**src/rtl/fifo_ctrl_pkg.sv**
```systemverilog
// Shared types and pointer-comparison helpers for the FIFO level controller.
// Helpers take zero-extended pointers so they stay independent of ADDR_WIDTH.
package fifo_ctrl_pkg;

    // Widest pointer the helpers accept (ADDR_WIDTH up to 16).
    localparam int unsigned MAX_PTR_W = 17;

    typedef struct packed {
        logic empty;
        logic full;
        logic almost_empty;
        logic almost_full;
        logic overflow;
        logic underflow;
    } fifo_status_t;

    // Pointers are equal including the wrap bit: nothing stored.
    function automatic logic ptr_empty(input logic [MAX_PTR_W-1:0] wptr,
                                       input logic [MAX_PTR_W-1:0] rptr);
        return (wptr == rptr);
    endfunction

    // Low bits equal, wrap bits differ. wrap_bit holds DEPTH, i.e. the one-hot
    // position of the wrap bit, so XOR of the pointers must equal exactly it.
    function automatic logic ptr_full(input logic [MAX_PTR_W-1:0] wptr,
                                      input logic [MAX_PTR_W-1:0] rptr,
                                      input logic [MAX_PTR_W-1:0] wrap_bit);
        return ((wptr ^ rptr) == wrap_bit);
    endfunction

endpackage

```
**src/rtl/fifo_ptr.sv**
```systemverilog
// Wrap counter used for both FIFO pointers: the MSB is the wrap bit and the
// counter rolls over naturally at 2**WIDTH.
module fifo_ptr #(
    parameter int unsigned WIDTH = 5
) (
    input  logic             clk_i,
    input  logic             rst_n_i,
    input  logic             inc_i,
    input  logic             clr_i,
    output logic [WIDTH-1:0] ptr_o
);

    logic [WIDTH-1:0] ptr_q;
    logic [WIDTH-1:0] ptr_d;

    // Next pointer: flush wins over increment.
    always_comb begin
        ptr_d = ptr_q;
        if (clr_i) begin
            ptr_d = '0;
        end else if (inc_i) begin
            ptr_d = ptr_q + WIDTH'(1);
        end
    end

    // Pointer register with asynchronous reset.
    always_ff @(posedge clk_i or negedge rst_n_i) begin
        if (!rst_n_i) begin
            ptr_q <= '0;
        end else begin
            ptr_q <= ptr_d;
        end
    end

    assign ptr_o = ptr_q;

endmodule

```
**src/rtl/fifo_level_controller.sv**
```systemverilog
// FIFO pointer/occupancy controller for an external synchronous-read RAM.
// Produces RAM addresses and enables, a registered fill count, programmable
// almost-full/almost-empty flags, sticky error flags, a synchronous flush and
// a read-data-valid strobe delayed by the RAM read latency.
//
// Handshake: a write is performed (out_wr_accept) in the cycle in_wen is high,
// the FIFO is not full and no flush is requested; a read likewise needs in_ren,
// not empty and no flush. Requests that are not accepted are simply dropped and
// raise the corresponding sticky error flag.
module fifo_level_controller
    import fifo_ctrl_pkg::*;
#(
    parameter int unsigned ADDR_WIDTH = 4,
    parameter int unsigned RD_LATENCY = 1
) (
    input  logic                  in_clk,
    input  logic                  in_rst_n,
    input  logic                  in_clr,
    input  logic                  in_wen,
    input  logic                  in_ren,
    input  logic [ADDR_WIDTH:0]   in_af_thresh,
    input  logic [ADDR_WIDTH:0]   in_ae_thresh,
    input  logic                  in_err_clr,
    output logic [ADDR_WIDTH-1:0] out_waddr,
    output logic [ADDR_WIDTH-1:0] out_raddr,
    output logic                  out_wr_accept,
    output logic                  out_rd_accept,
    output logic                  out_rvalid,
    output logic [ADDR_WIDTH:0]   out_count,
    output logic                  out_empty,
    output logic                  out_full,
    output logic                  out_almost_empty,
    output logic                  out_almost_full,
    output logic                  out_overflow,
    output logic                  out_underflow
);

    localparam int unsigned DEPTH = 2 ** ADDR_WIDTH;
    localparam int unsigned PTR_W = ADDR_WIDTH + 1;

    logic [PTR_W-1:0]      wptr;
    logic [PTR_W-1:0]      rptr;
    logic                  ptr_is_empty;
    logic                  ptr_is_full;
    logic                  wr_accept;
    logic                  rd_accept;
    logic [PTR_W-1:0]      count_q;
    logic [PTR_W-1:0]      count_d;
    logic [PTR_W-1:0]      af_eff;
    logic [RD_LATENCY-1:0] rvalid_shift;
    logic [RD_LATENCY-1:0] rvalid_q;
    logic [RD_LATENCY-1:0] rvalid_d;
    logic                  ovf_q;
    logic                  ovf_d;
    logic                  unf_q;
    logic                  unf_d;
    fifo_status_t          status;

    assign ptr_is_empty = ptr_empty(MAX_PTR_W'(wptr), MAX_PTR_W'(rptr));
    assign ptr_is_full  = ptr_full(MAX_PTR_W'(wptr), MAX_PTR_W'(rptr), MAX_PTR_W'(DEPTH));

    // Full blocks writes and empty blocks reads, so simultaneous requests never
    // pass data through an empty FIFO or overwrite a full one.
    assign wr_accept = in_wen & ~ptr_is_full  & ~in_clr;
    assign rd_accept = in_ren & ~ptr_is_empty & ~in_clr;

    fifo_ptr #(.WIDTH(PTR_W)) u_wptr (
        .clk_i   (in_clk),
        .rst_n_i (in_rst_n),
        .inc_i   (wr_accept),
        .clr_i   (in_clr),
        .ptr_o   (wptr)
    );

    fifo_ptr #(.WIDTH(PTR_W)) u_rptr (
        .clk_i   (in_clk),
        .rst_n_i (in_rst_n),
        .inc_i   (rd_accept),
        .clr_i   (in_clr),
        .ptr_o   (rptr)
    );

    // Read-accept shifted one stage per cycle; the last stage is the strobe.
    generate
        if (RD_LATENCY == 1) begin : g_lat1
            assign rvalid_shift = rd_accept;
        end else begin : g_latn
            assign rvalid_shift = {rvalid_q[RD_LATENCY-2:0], rd_accept};
        end
    endgenerate

    // Next count, rvalid pipeline and sticky errors; a new error beats err_clr.
    always_comb begin
        count_d = count_q;
        if (in_clr) begin
            count_d = '0;
        end else if (wr_accept && !rd_accept) begin
            count_d = count_q + PTR_W'(1);
        end else if (rd_accept && !wr_accept) begin
            count_d = count_q - PTR_W'(1);
        end

        rvalid_d = in_clr ? '0 : rvalid_shift;

        ovf_d = ovf_q;
        if (in_wen && ptr_is_full && !in_clr) begin
            ovf_d = 1'b1;
        end else if (in_err_clr) begin
            ovf_d = 1'b0;
        end

        unf_d = unf_q;
        if (in_ren && ptr_is_empty && !in_clr) begin
            unf_d = 1'b1;
        end else if (in_err_clr) begin
            unf_d = 1'b0;
        end
    end

    // Count, rvalid pipeline and error flag registers.
    always_ff @(posedge in_clk or negedge in_rst_n) begin
        if (!in_rst_n) begin
            count_q  <= '0;
            rvalid_q <= '0;
            ovf_q    <= 1'b0;
            unf_q    <= 1'b0;
        end else begin
            count_q  <= count_d;
            rvalid_q <= rvalid_d;
            ovf_q    <= ovf_d;
            unf_q    <= unf_d;
        end
    end

    // A zero almost-full threshold means "only when completely full".
    assign af_eff = (in_af_thresh == '0) ? PTR_W'(DEPTH) : in_af_thresh;

    // Status flags gathered in one struct.
    always_comb begin
        status.empty        = ptr_is_empty;
        status.full         = ptr_is_full;
        status.almost_empty = (count_q <= in_ae_thresh);
        status.almost_full  = (count_q >= af_eff);
        status.overflow     = ovf_q;
        status.underflow    = unf_q;
    end

    assign out_waddr        = wptr[ADDR_WIDTH-1:0];
    assign out_raddr        = rptr[ADDR_WIDTH-1:0];
    assign out_wr_accept    = wr_accept;
    assign out_rd_accept    = rd_accept;
    assign out_rvalid       = rvalid_q[RD_LATENCY-1];
    assign out_count        = count_q;
    assign out_empty        = status.empty;
    assign out_full         = status.full;
    assign out_almost_empty = status.almost_empty;
    assign out_almost_full  = status.almost_full;
    assign out_overflow     = status.overflow;
    assign out_underflow    = status.underflow;

endmodule

```
**config.mk**
```make
export PLATFORM = sky130hd
export DESIGN_NAME = fifo_level_controller
export DESIGN_NICKNAME = d
export VERILOG_FILES = /design/src/rtl/fifo_ctrl_pkg.sv /design/src/rtl/fifo_ptr.sv /design/src/rtl/fifo_level_controller.sv
export SDC_FILE = /design/constraint.sdc
export NUM_CORES = 1
export LEC_CHECK = 0
export ABC_AREA = 1
export CAP_MARGIN = 0
export CORE_ASPECT_RATIO = 0.5
export CORE_UTILIZATION = 44
export DETAILED_ROUTE_END_ITERATION = 8
export HOLD_SLACK_MARGIN = 0.02
export PLACE_DENSITY = 0.76
export SLEW_MARGIN = 20
export SYNTH_ARGS = -nofsm -noshare
export SYNTH_HDL_FRONTEND = slang
export SYNTH_HIERARCHICAL = 1
export SYNTH_SLANG_ARGS = --single-unit
```
**constraint.sdc**
```tcl
create_clock -name in_clk -period 1.98 [get_ports in_clk]
set_input_delay 0.396 -clock in_clk [delete_from_list [all_inputs] [get_ports in_clk]]
set_output_delay 0.396 -clock in_clk [all_outputs]
set_load 0.01 [all_outputs]
```
# Yosys cells after proc, flatten, opt, wreduce, memory -nomap -nowiden
# Cells that the tools add are included.
# Widths: inputs -> output; s select.
# op_classes
n_lt_le_gt_ge	2
bitwise_logic	8
muxes	12
n_reduce_logical	15
add_sub_neg	4
eq_ne	2
# op_table
cell	n
$mux 5	8
$add 5x1->5 const B	3
$reduce_bool 2->1	4
$logic_and 1x1->1	6
$eq 5x5->1	1
$eq 5x5->1 const B	1
$ge 5x5->1	1
$le 5x5->1	1
$logic_not 5->1	1
$sub 5x1->5 const B	1
$xor 5x5->5	1
$and 1x1->1	4
$mux 1	4
$logic_not 1->1	3
$not 1->1	3
$reduce_bool 3->1	1
# word_totals
out_inout_bits	22
ff_bits	18
word_cells	49

# Depth between registers and ports, before layout
# Gate-level depths: netlist of run 1.
# logic_depth
depth_word	10
mapped_depth	16

# By module
# Netlist of run 1, hierarchy kept.
# modules_own_cells
mod	area_per_inst_um2	n_inst	cells_per_inst
fifo_level_controller	935.9	1	128
fifo_ptr	266.5	2	32

# Worst setup path before layout of run 1
# Ideal clock, no wire load.
# synth_timing
kind	register to register
startpoint	register u_wptr.ptr_q[0], in the netlist u_wptr/ptr_o[0]
endpoint	register count_q[4], in the netlist out_count[4]
path_stages_with_launch	17
arrival_time_ns	2.012
slack_ns	-0.149
path_buffers	0
required_time_ns	1.862
period_less_slack_ns	2.129
path_cell_list	dfrtp_1 > inv_1 > nand2_1 > nand2_2 > nor2_4 > nand3_2 > nand2_4 > inv_2 > nand2_4 > fa_1 > nand3_1 > nand2_1 > xor2_1 > inv_1 > nand2_1 > nand3_1 > nand2_1
# synth_between
elab_chain_len	8
word_cells_on_any_way	16
cone_classes	eq/ne (2); mux (2); bitwise (7); reduce/logical (5)
# synth_lines
item	line_no	source
from (decl)	fifo_ptr.sv:13	logic [WIDTH-1:0] ptr_q;
from (signal assigned)	fifo_ptr.sv:31	ptr_q <= ptr_d;
$xor 5x5->5 (*)	fifo_ctrl_pkg.sv:28	return ((wptr ^ rptr) == wrap_bit);
$eq 5x5->1 (*)	fifo_ctrl_pkg.sv:28	
$not 1->1 (*)	fifo_level_controller.sv:64	assign wr_accept = in_wen & ~ptr_is_full & ~in_clr;
$and 1x1->1 (*) (2 in series)	fifo_level_controller.sv:64	
via out_wr_accept	fifo_level_controller.sv:26	output logic out_wr_accept,
$logic_and 1x1->1 / $logic_not 1->1 (equally long branches)	fifo_level_controller.sv:97, fifo_level_controller.sv:99	
$mux 5 / $logic_and 1x1->1 (equally long branches)	fifo_level_controller.sv:97, fifo_level_controller.sv:99	
$mux 5 / $reduce_bool 3->1 (equally long branches)	-	
to (signal assigned)	fifo_level_controller.sv:128	count_q <= count_d;
to (decl)	fifo_level_controller.sv:47	logic [PTR_W-1:0] count_q;
# Mark *: on every way through the listed nets, which the timed path passes. The rest lies on a longest branch.
# A chain may end at the register's enable or synchronous reset.

# Final worst setup path of run 1
# layout_timing
startpoint	register count_q[1], in the netlist out_count[1]
endpoint	output port out_almost_full
# layout_between
elab_chain_len	1
# layout_lines
item	line_no	source
$ge 5x5->1	fifo_level_controller.sv:143	status.almost_full = (count_q >= af_eff);
to (decl)	fifo_level_controller.sv:33	output logic out_almost_full,
# Every way passes these cells.

==> results_dict.tcl, run 1 <==
set metrics [dict create \
    worstPathArrival_ns 1.66 \
    clk_pin_slew_ns 0.07 \
    max_cap_viol_count 0 \
    cts_made_buffers 3 \
    avgSynthCellArea_um2 7.65 \
    vias_per_cell 5.00 \
    power_density_nw_per_um2 712 \
    finalCritPeriodShare_pct 104 \
    worst_pin_slew_ns 0.264 \
    worstSetupPathType "reg -> out" \
    start_kind "flop" \
    synth_edf_count 0 \
    die_y_um 42.9 \
    comb_power_share_pct 55.7 \
    max-slew-margin-rel_pct 82.4 \
    post_synth_num_cell_types 26 \
    synthTopCellsByArea "dfrtp_1 (31%), ha_1 (14%), nand2_1 (10%)" \
    syn_area_um2 1470 \
    drc 0 \
    antenna_left 0 \
    skew_ns 0.00127 \
    antenna_found_initial 0 \
    dr_total_vias 1534 \
    die_x_um 83.7 \
    core_area_um2 3080 \
    seq_power_share_pct 28.2 \
    crit_fanout 6 \
    yosysTopAreaCellShare_pct 30.7 \
    grt_pass1_vias 1530 \
    slowest_stage "dfrtp_2" \
    synth_fp_nets 225 \
    synth.most_common_cell "nand2_1" \
    slew_violations 0 \
    synth_cells 192 \
    violations "setup timing" \
    setup_violations 2 \
    p_int_uw 1040 \
    synth_top_area_cell "dfrtp_1" \
    start_util_pct 47.6 \
    cp-end-kind "output port" \
    fin_ws_ns -0.0767 \
    diodes 0 \
    max_freq_mhz 486 \
    final_hold_viol_count 0 \
    cp.buffers_inverters 1 \
    crit_cells 6 \
    design_area_um2 2360 \
    dp_slack_ns -0.576 \
    dp_hpwl_um 2780 \
    outcome "finished, violations left" \
    placed_area_um2 2130 \
    async_reset_ff_share_pct 100 \
    first_pass_iters 4 \
    max_stage_delay_ns 0.49 \
    cts_sinks 18 \
    io_pins 38 \
    yosysWarnings 6 \
    grt_pass1_wl_um 6370 \
    layout.nets 301 \
    grt_use_total_pct 22.1 \
    grt_start_max_net_pins 19 \
    reg2reg_depth 14 \
    ir_worst_vdd_mv 0.520 \
    overflow 0 \
    regToRegSetupSlack_ns -0.04 \
    cp_cell_sequence "ha_1 > a21oi_2 > o21bai_1 > a21oi_1 > o21bai_1 > buf_2" \
    tritoncts "yes" \
    p_switching_uw 635 \
    utilization_pct 76.5 \
    drive_above_1_share_pct 39.0 \
    min_path_type "in -> async" \
    clock_power_share_pct 16.0 \
    critPathRequiredTime_ns 1.58 \
    insertion_delay_ns 0.25 \
    tns_ns -0.118 \
    drtIter0Drc 25 \
    ys.flop_type "dfrtp_1" \
    post_drt_wl_per_cell_um 12.7 \
    area_growth_pct 60.6 \
    netlist_top_cells_count "nand2_1 (41), inv_1 (35), dfrtp_1 (18)" \
    cpMostUsedCell "o21bai_1" \
    ctsHtreeMaxLevel 1 \
    gp_congestion 0.722 \
    cts-root-buf "clkbuf_8" \
    whs_ns 0.463 \
    rsz0062_at_grt "yes" \
    p_sw_share_pct 37.8 \
    clock_path_buffers 2 \
    period_needed_ns 2.06 \
    wl_um 3910 \
    cp_top_family "flip-flops" \
    p_leak_uw 0.00118 \
    num_rows 14 \
    yosys_register_bits 18 \
    synth_seq_area_share_pct 30.7 \
    dieArea_um2 3590 \
    io_buffer_count 37 \
]
## power groups by stage
stage,sequential (uW),combinational [uW],clock (uW)
floorplan,494,406,0
global placement,469,777,0
detailed placement,467,823,0
CTS,471,868,270
global route,482,1040,287
finish,474,936,269
## cells by family after synthesis
group	Yosys count	share of synthesized area, %
adder cells (fa/ha/maj)	17	15.0
XOR/XNOR	6	4.09
buffers and inverters	42	10.7
flip-flops	18	30.7
AND/OR/NAND/NOR	90	32.6
AO/OA/AOI/OAI	19	6.90
## sequential cells by signal, summed over array words and instances (netlist names)
register,cells
out_rvalid,1
u_rptr/ptr_o,5
u_wptr/ptr_o,5
out_count,5
out_underflow,1
out_overflow,1
## worst reg2reg max path: cells and delay by family (launching register included)
kind	cells	cell delay (ns)
adder cells (fa/ha/maj)	1	0.35
XOR/XNOR	1	0.15
AND/OR/NAND/NOR	11	0.92
flip-flops	1	0.43
buffers and inverters	1	0.05
## per-layer routing
metal	track usage (%)	part of all wire [%]
met4	5.76	1.3
met5	0	0
met1	24.1	40
met2	44.9	55
met3	3.89	3.1
## final cells by class
type	count	area [um2]
Sequential cell	18	460
Timing Repair Buffer	71	617
Fill cell	201	724
Inverter	41	161
Clock buffer	4	45.0
Tap cell	40	50.0
Multi-Input combinational cell	133	1020
## worst paths after layout
kind / from / to
max reg2reg: u_wptr/ptr_o[1]$_DFFE_PN0P_ / out_count[4]$_DFFE_PN0P_
min: in_rst_n / out_count[0]$_DFFE_PN0P_
min reg2reg: out_overflow$_DFFE_PN0P_ / out_overflow$_DFFE_PN0P_
max: out_count[1]$_DFFE_PN0P_ / out_almost_full
max in group asynchronous: in_rst_n / u_rptr/ptr_o[2]$_DFFE_PN0P_
min in group in_clk: out_overflow$_DFFE_PN0P_ / out_overflow$_DFFE_PN0P_
## layout by cell type (no fill, tap or decap), types with 4 or more instances in the layout
| master | count |
|---|---|
| nand3_1 | 9 |
| ha_4 | 5 |
| nand4_1 | 5 |
| dfrtp_1 | 10 |
| dlygate4sd2_1 | 10 |
| nor2_1 | 12 |
| nand2_2 | 11 |
| nand2_4 | 4 |
| a21oi_1 | 8 |
| ha_1 | 11 |
| nand2_1 | 31 |
| nor2_4 | 8 |
| inv_2 | 10 |
| clkdlybuf4s50_1 | 22 |
| buf_4 | 32 |
| inv_1 | 27 |
| dfrtp_2 | 8 |
## metrics by stage
step | cells | total power [uW]
after floorplan | 192 | 899
after global placement | 295 | 1250
after detailed placement | 295 | 1290
after CTS | 300 | 1610
after global routing | 307 | 1810
final | 307 | 1680
## repair_timing
item	in CTS	in global routing
endpoints found under the setup margin	9	6
gates cloned	0	1
buffers inserted	1	6
gates resized for setup	37	26
hold buffers	0	0
pin swaps	12	6
No activity file was read; power rests on OpenSTA's default activity.
==> run 2, diff against run 1 <==
--- a/config.mk
+++ b/config.mk
@@ -12,8 +12,10 @@
 export DETAILED_ROUTE_END_ITERATION = 8
 export HOLD_SLACK_MARGIN = 0.02
 export PLACE_DENSITY = 0.76
+export RECOVER_POWER = 25
 export SLEW_MARGIN = 20
 export SYNTH_ARGS = -nofsm -noshare
 export SYNTH_HDL_FRONTEND = slang
 export SYNTH_HIERARCHICAL = 1
 export SYNTH_SLANG_ARGS = --single-unit
+export TNS_END_PERCENT = 10
==> run 2 against run 1 <==
  * The run still ends with setup timing left
  * Clock-buffer cell count stayed put
  * Die area stayed put
  * Maximum frequency is 4.8% lower
  * Combinational power is 2.7% lower
  * Sequential cell count stayed put
  * Design area is 2.3% lower
  * Sequential share of layout area is 0.41 points higher
  * Critical path depth is 7 higher
  * Clock power is 1% higher
  * First-iteration DRC count stayed put
  * Critical path type is now reg -> reg
  * Critical endpoint is now out_count[2]$_DFFE_PN0P_
  * Largest cell class unchanged
==> results_dict.tcl, run 2 (synthesis results as in run 1) <==
set metrics [dict create \
    outcome "finished, violations left" \
    violations "setup timing" \
    grt_pass1_vias 1499 \
    regArea_um2 459 \
    ctsHtreeMaxLevel 1 \
    dieArea_um2 3590 \
    regToRegSetupSlack_ns -0.18 \
    drc 0 \
    final_hold_viol_count 0 \
    dp_hpwl_um 2780 \
    cts_sinks 18 \
    ir_worst_vdd_mv 0.520 \
    period_needed_ns 2.16 \
    max_freq_mhz 463 \
    max-slew-margin-rel_pct 31.6 \
    hold_buffers 0 \
    r2r-start "u_wptr/ptr_o[3]$_DFFE_PN0P_" \
    worstSetupPathType "reg -> reg" \
    grt_start_max_net_pins 19 \
    num_rows 14 \
    fill_cells 216 \
    tritoncts "yes" \
    p_total_uw 1650 \
    max_cap_viol_count 0 \
    setup_violations 5 \
    multiInputGateArea_um2 978 \
    min_path_type "reg -> reg" \
    area_growth_pct 56.8 \
    final_cell_mix "nand2_1 (36), buf_4 (32), inv_1 (31)" \
    antenna_found_initial 0 \
    post_drt_wl_per_cell_um 12.0 \
    placed_area_um2 2130 \
    die_x_um 83.7 \
    max_stage_delay_ns 0.43 \
    fin_ws_ns -0.179 \
    first_pass_iters 5 \
    drive_above_1_share_pct 33.1 \
    insertion_delay_ns 0.25 \
    dr_total_vias 1523 \
    start_kind "flop" \
    core_area_um2 3080 \
    rsz0062_at_grt "yes" \
    power_density_nw_per_um2 717 \
    skew_ns 0.00226 \
    whs_ns 0.537 \
    cp-end-kind "flop" \
    layout_commonest_cell "nand2_1" \
    worstPathArrival_ns 2.35 \
    slowest_stage "dfrtp_2" \
    grt_pass1_wl_um 6220 \
    critPathRequiredTime_ns 2.17 \
    tns_ns -0.574 \
    slew_violations 0 \
    reg2reg_depth 13 \
    finalCritPeriodShare_pct 109 \
    start_util_pct 47.6 \
    overflow 0 \
    vias_per_cell 4.98 \
    grt_use_total_pct 21.5 \
    startpoint "u_wptr/ptr_o[3]$_DFFE_PN0P_" \
    layout.nets 300 \
    p_leak_uw 0.00118 \
    wl_um 3670 \
    antenna_left 0 \
    cp_cell_sequence "nand2_2 > nand2_2 > nor2_4 > nand3_4 > nand2_4 > nand2_8 > fa_2 > buf_4 > buf_4 > xnor2_2 > nor2_1 > nand2_1 > nand2_1" \
    crit_end "out_count[2]$_DFFE_PN0P_" \
    worst_pin_slew_ns 1.03 \
    gp_congestion 0.722 \
    io_buffer_count 37 \
    diodes 0 \
    cts_made_buffers 3 \
    drtIter0Drc 25 \
    clock_path_buffers 2 \
    io_pins 38 \
    design_area_um2 2300 \
    cts-root-buf "clkbuf_8" \
    crit_fanout 6 \
    dp_slack_ns -0.576 \
    clk_pin_slew_ns 0.07 \
    r2r_end "out_count[2]$_DFFE_PN0P_" \
    die_y_um 42.9 \
]
## run 2: cell count changes in the layout (fill, tap and decap cells not counted), moves of 4 or more
cell / previous run / this run
dlygate4sd2_1: 10 / 4
inv_1: 27 / 31
nand2_2: 11 / 6
nand2_1: 31 / 36
clkdlybuf4s50_1: 22 / 26
## run 2: worst min-delay path by stage
stage / start / end / slack, ns / cells past startpoint
after global routing: out_overflow$_DFFE_PN0P_ / out_overflow$_DFFE_PN0P_ / 0.56 / 2
after CTS: in_rst_n / out_count[1]$_DFFE_PN0P_ / 0.47 / 2
final: out_overflow$_DFFE_PN0P_ / out_overflow$_DFFE_PN0P_ / 0.54 / 2
after global placement: out_underflow$_DFFE_PN0P_ / out_underflow$_DFFE_PN0P_ / 0.52 / 2
after floorplan: in_rst_n / out_count[0]$_DFFE_PN0P_ / 0.10 / 0
after detailed placement: out_overflow$_DFFE_PN0P_ / out_overflow$_DFFE_PN0P_ / 0.53 / 2
## run 2: cell type report
cell class / instances / area share [%]
Timing Repair Buffer: 71 / 26.6
Tap cell: 40 / 2.17
Multi-Input combinational cell: 132 / 42.5
Clock buffer: 4 / 1.96
Sequential cell: 18 / 19.9
Inverter: 41 / 6.90
## run 2: through the flow
stage,util (%),instances
final,74.7,306
after detailed placement,69.0,295
after global routing,74.7,306
after global placement,69.0,295
after floorplan,-,192
after CTS,70.5,299
## run 2: layer usage
layer	GRT usage (%)	vias to the layer above	wire length, um
met5	0	-	0
li1	-	748	-
met3	3.31	6	91
met4	4.41	0	46
met1	24.2	733	1590
met2	43.6	36	1950
## run 2: repair_timing
| action | 4_1_cts | 5_1_grt |
|---|---|---|
| setup buffers | 0 | 7 |
| pin swaps | 2 | 13 |
| setup endpoints to repair | 9 | 7 |
| resized for setup | 19 | 22 |
## run 2: power breakdown
part           switching, uW  internal, uW  leakage (uW)
sequential              57.6           409      0.000232
clock                    130           143     0.0000228
combinational            436           476      0.000927
total                    623          1030       0.00118
## run 2: worst max-delay path, delay by kind of cell, from the launching register on
kind | cells | cell delay [ns]
XOR/XNOR | 1 | 0.11
adder cells (fa/ha/maj) | 1 | 0.41
buffers and inverters | 2 | 0.27
flip-flops | 1 | 0.43
AND/OR/NAND/NOR | 9 | 0.88
==> run 3, diff against run 2 <==
--- a/config.mk
+++ b/config.mk
@@ -9,6 +9,7 @@
 export CAP_MARGIN = 0
 export CORE_ASPECT_RATIO = 0.5
 export CORE_UTILIZATION = 44
+export CTS_CLUSTER_DIAMETER = 200
 export DETAILED_ROUTE_END_ITERATION = 8
 export HOLD_SLACK_MARGIN = 0.02
 export PLACE_DENSITY = 0.76
==> results of run 3 <==
Final layout, timing and power as in run 2 (identical DEF).
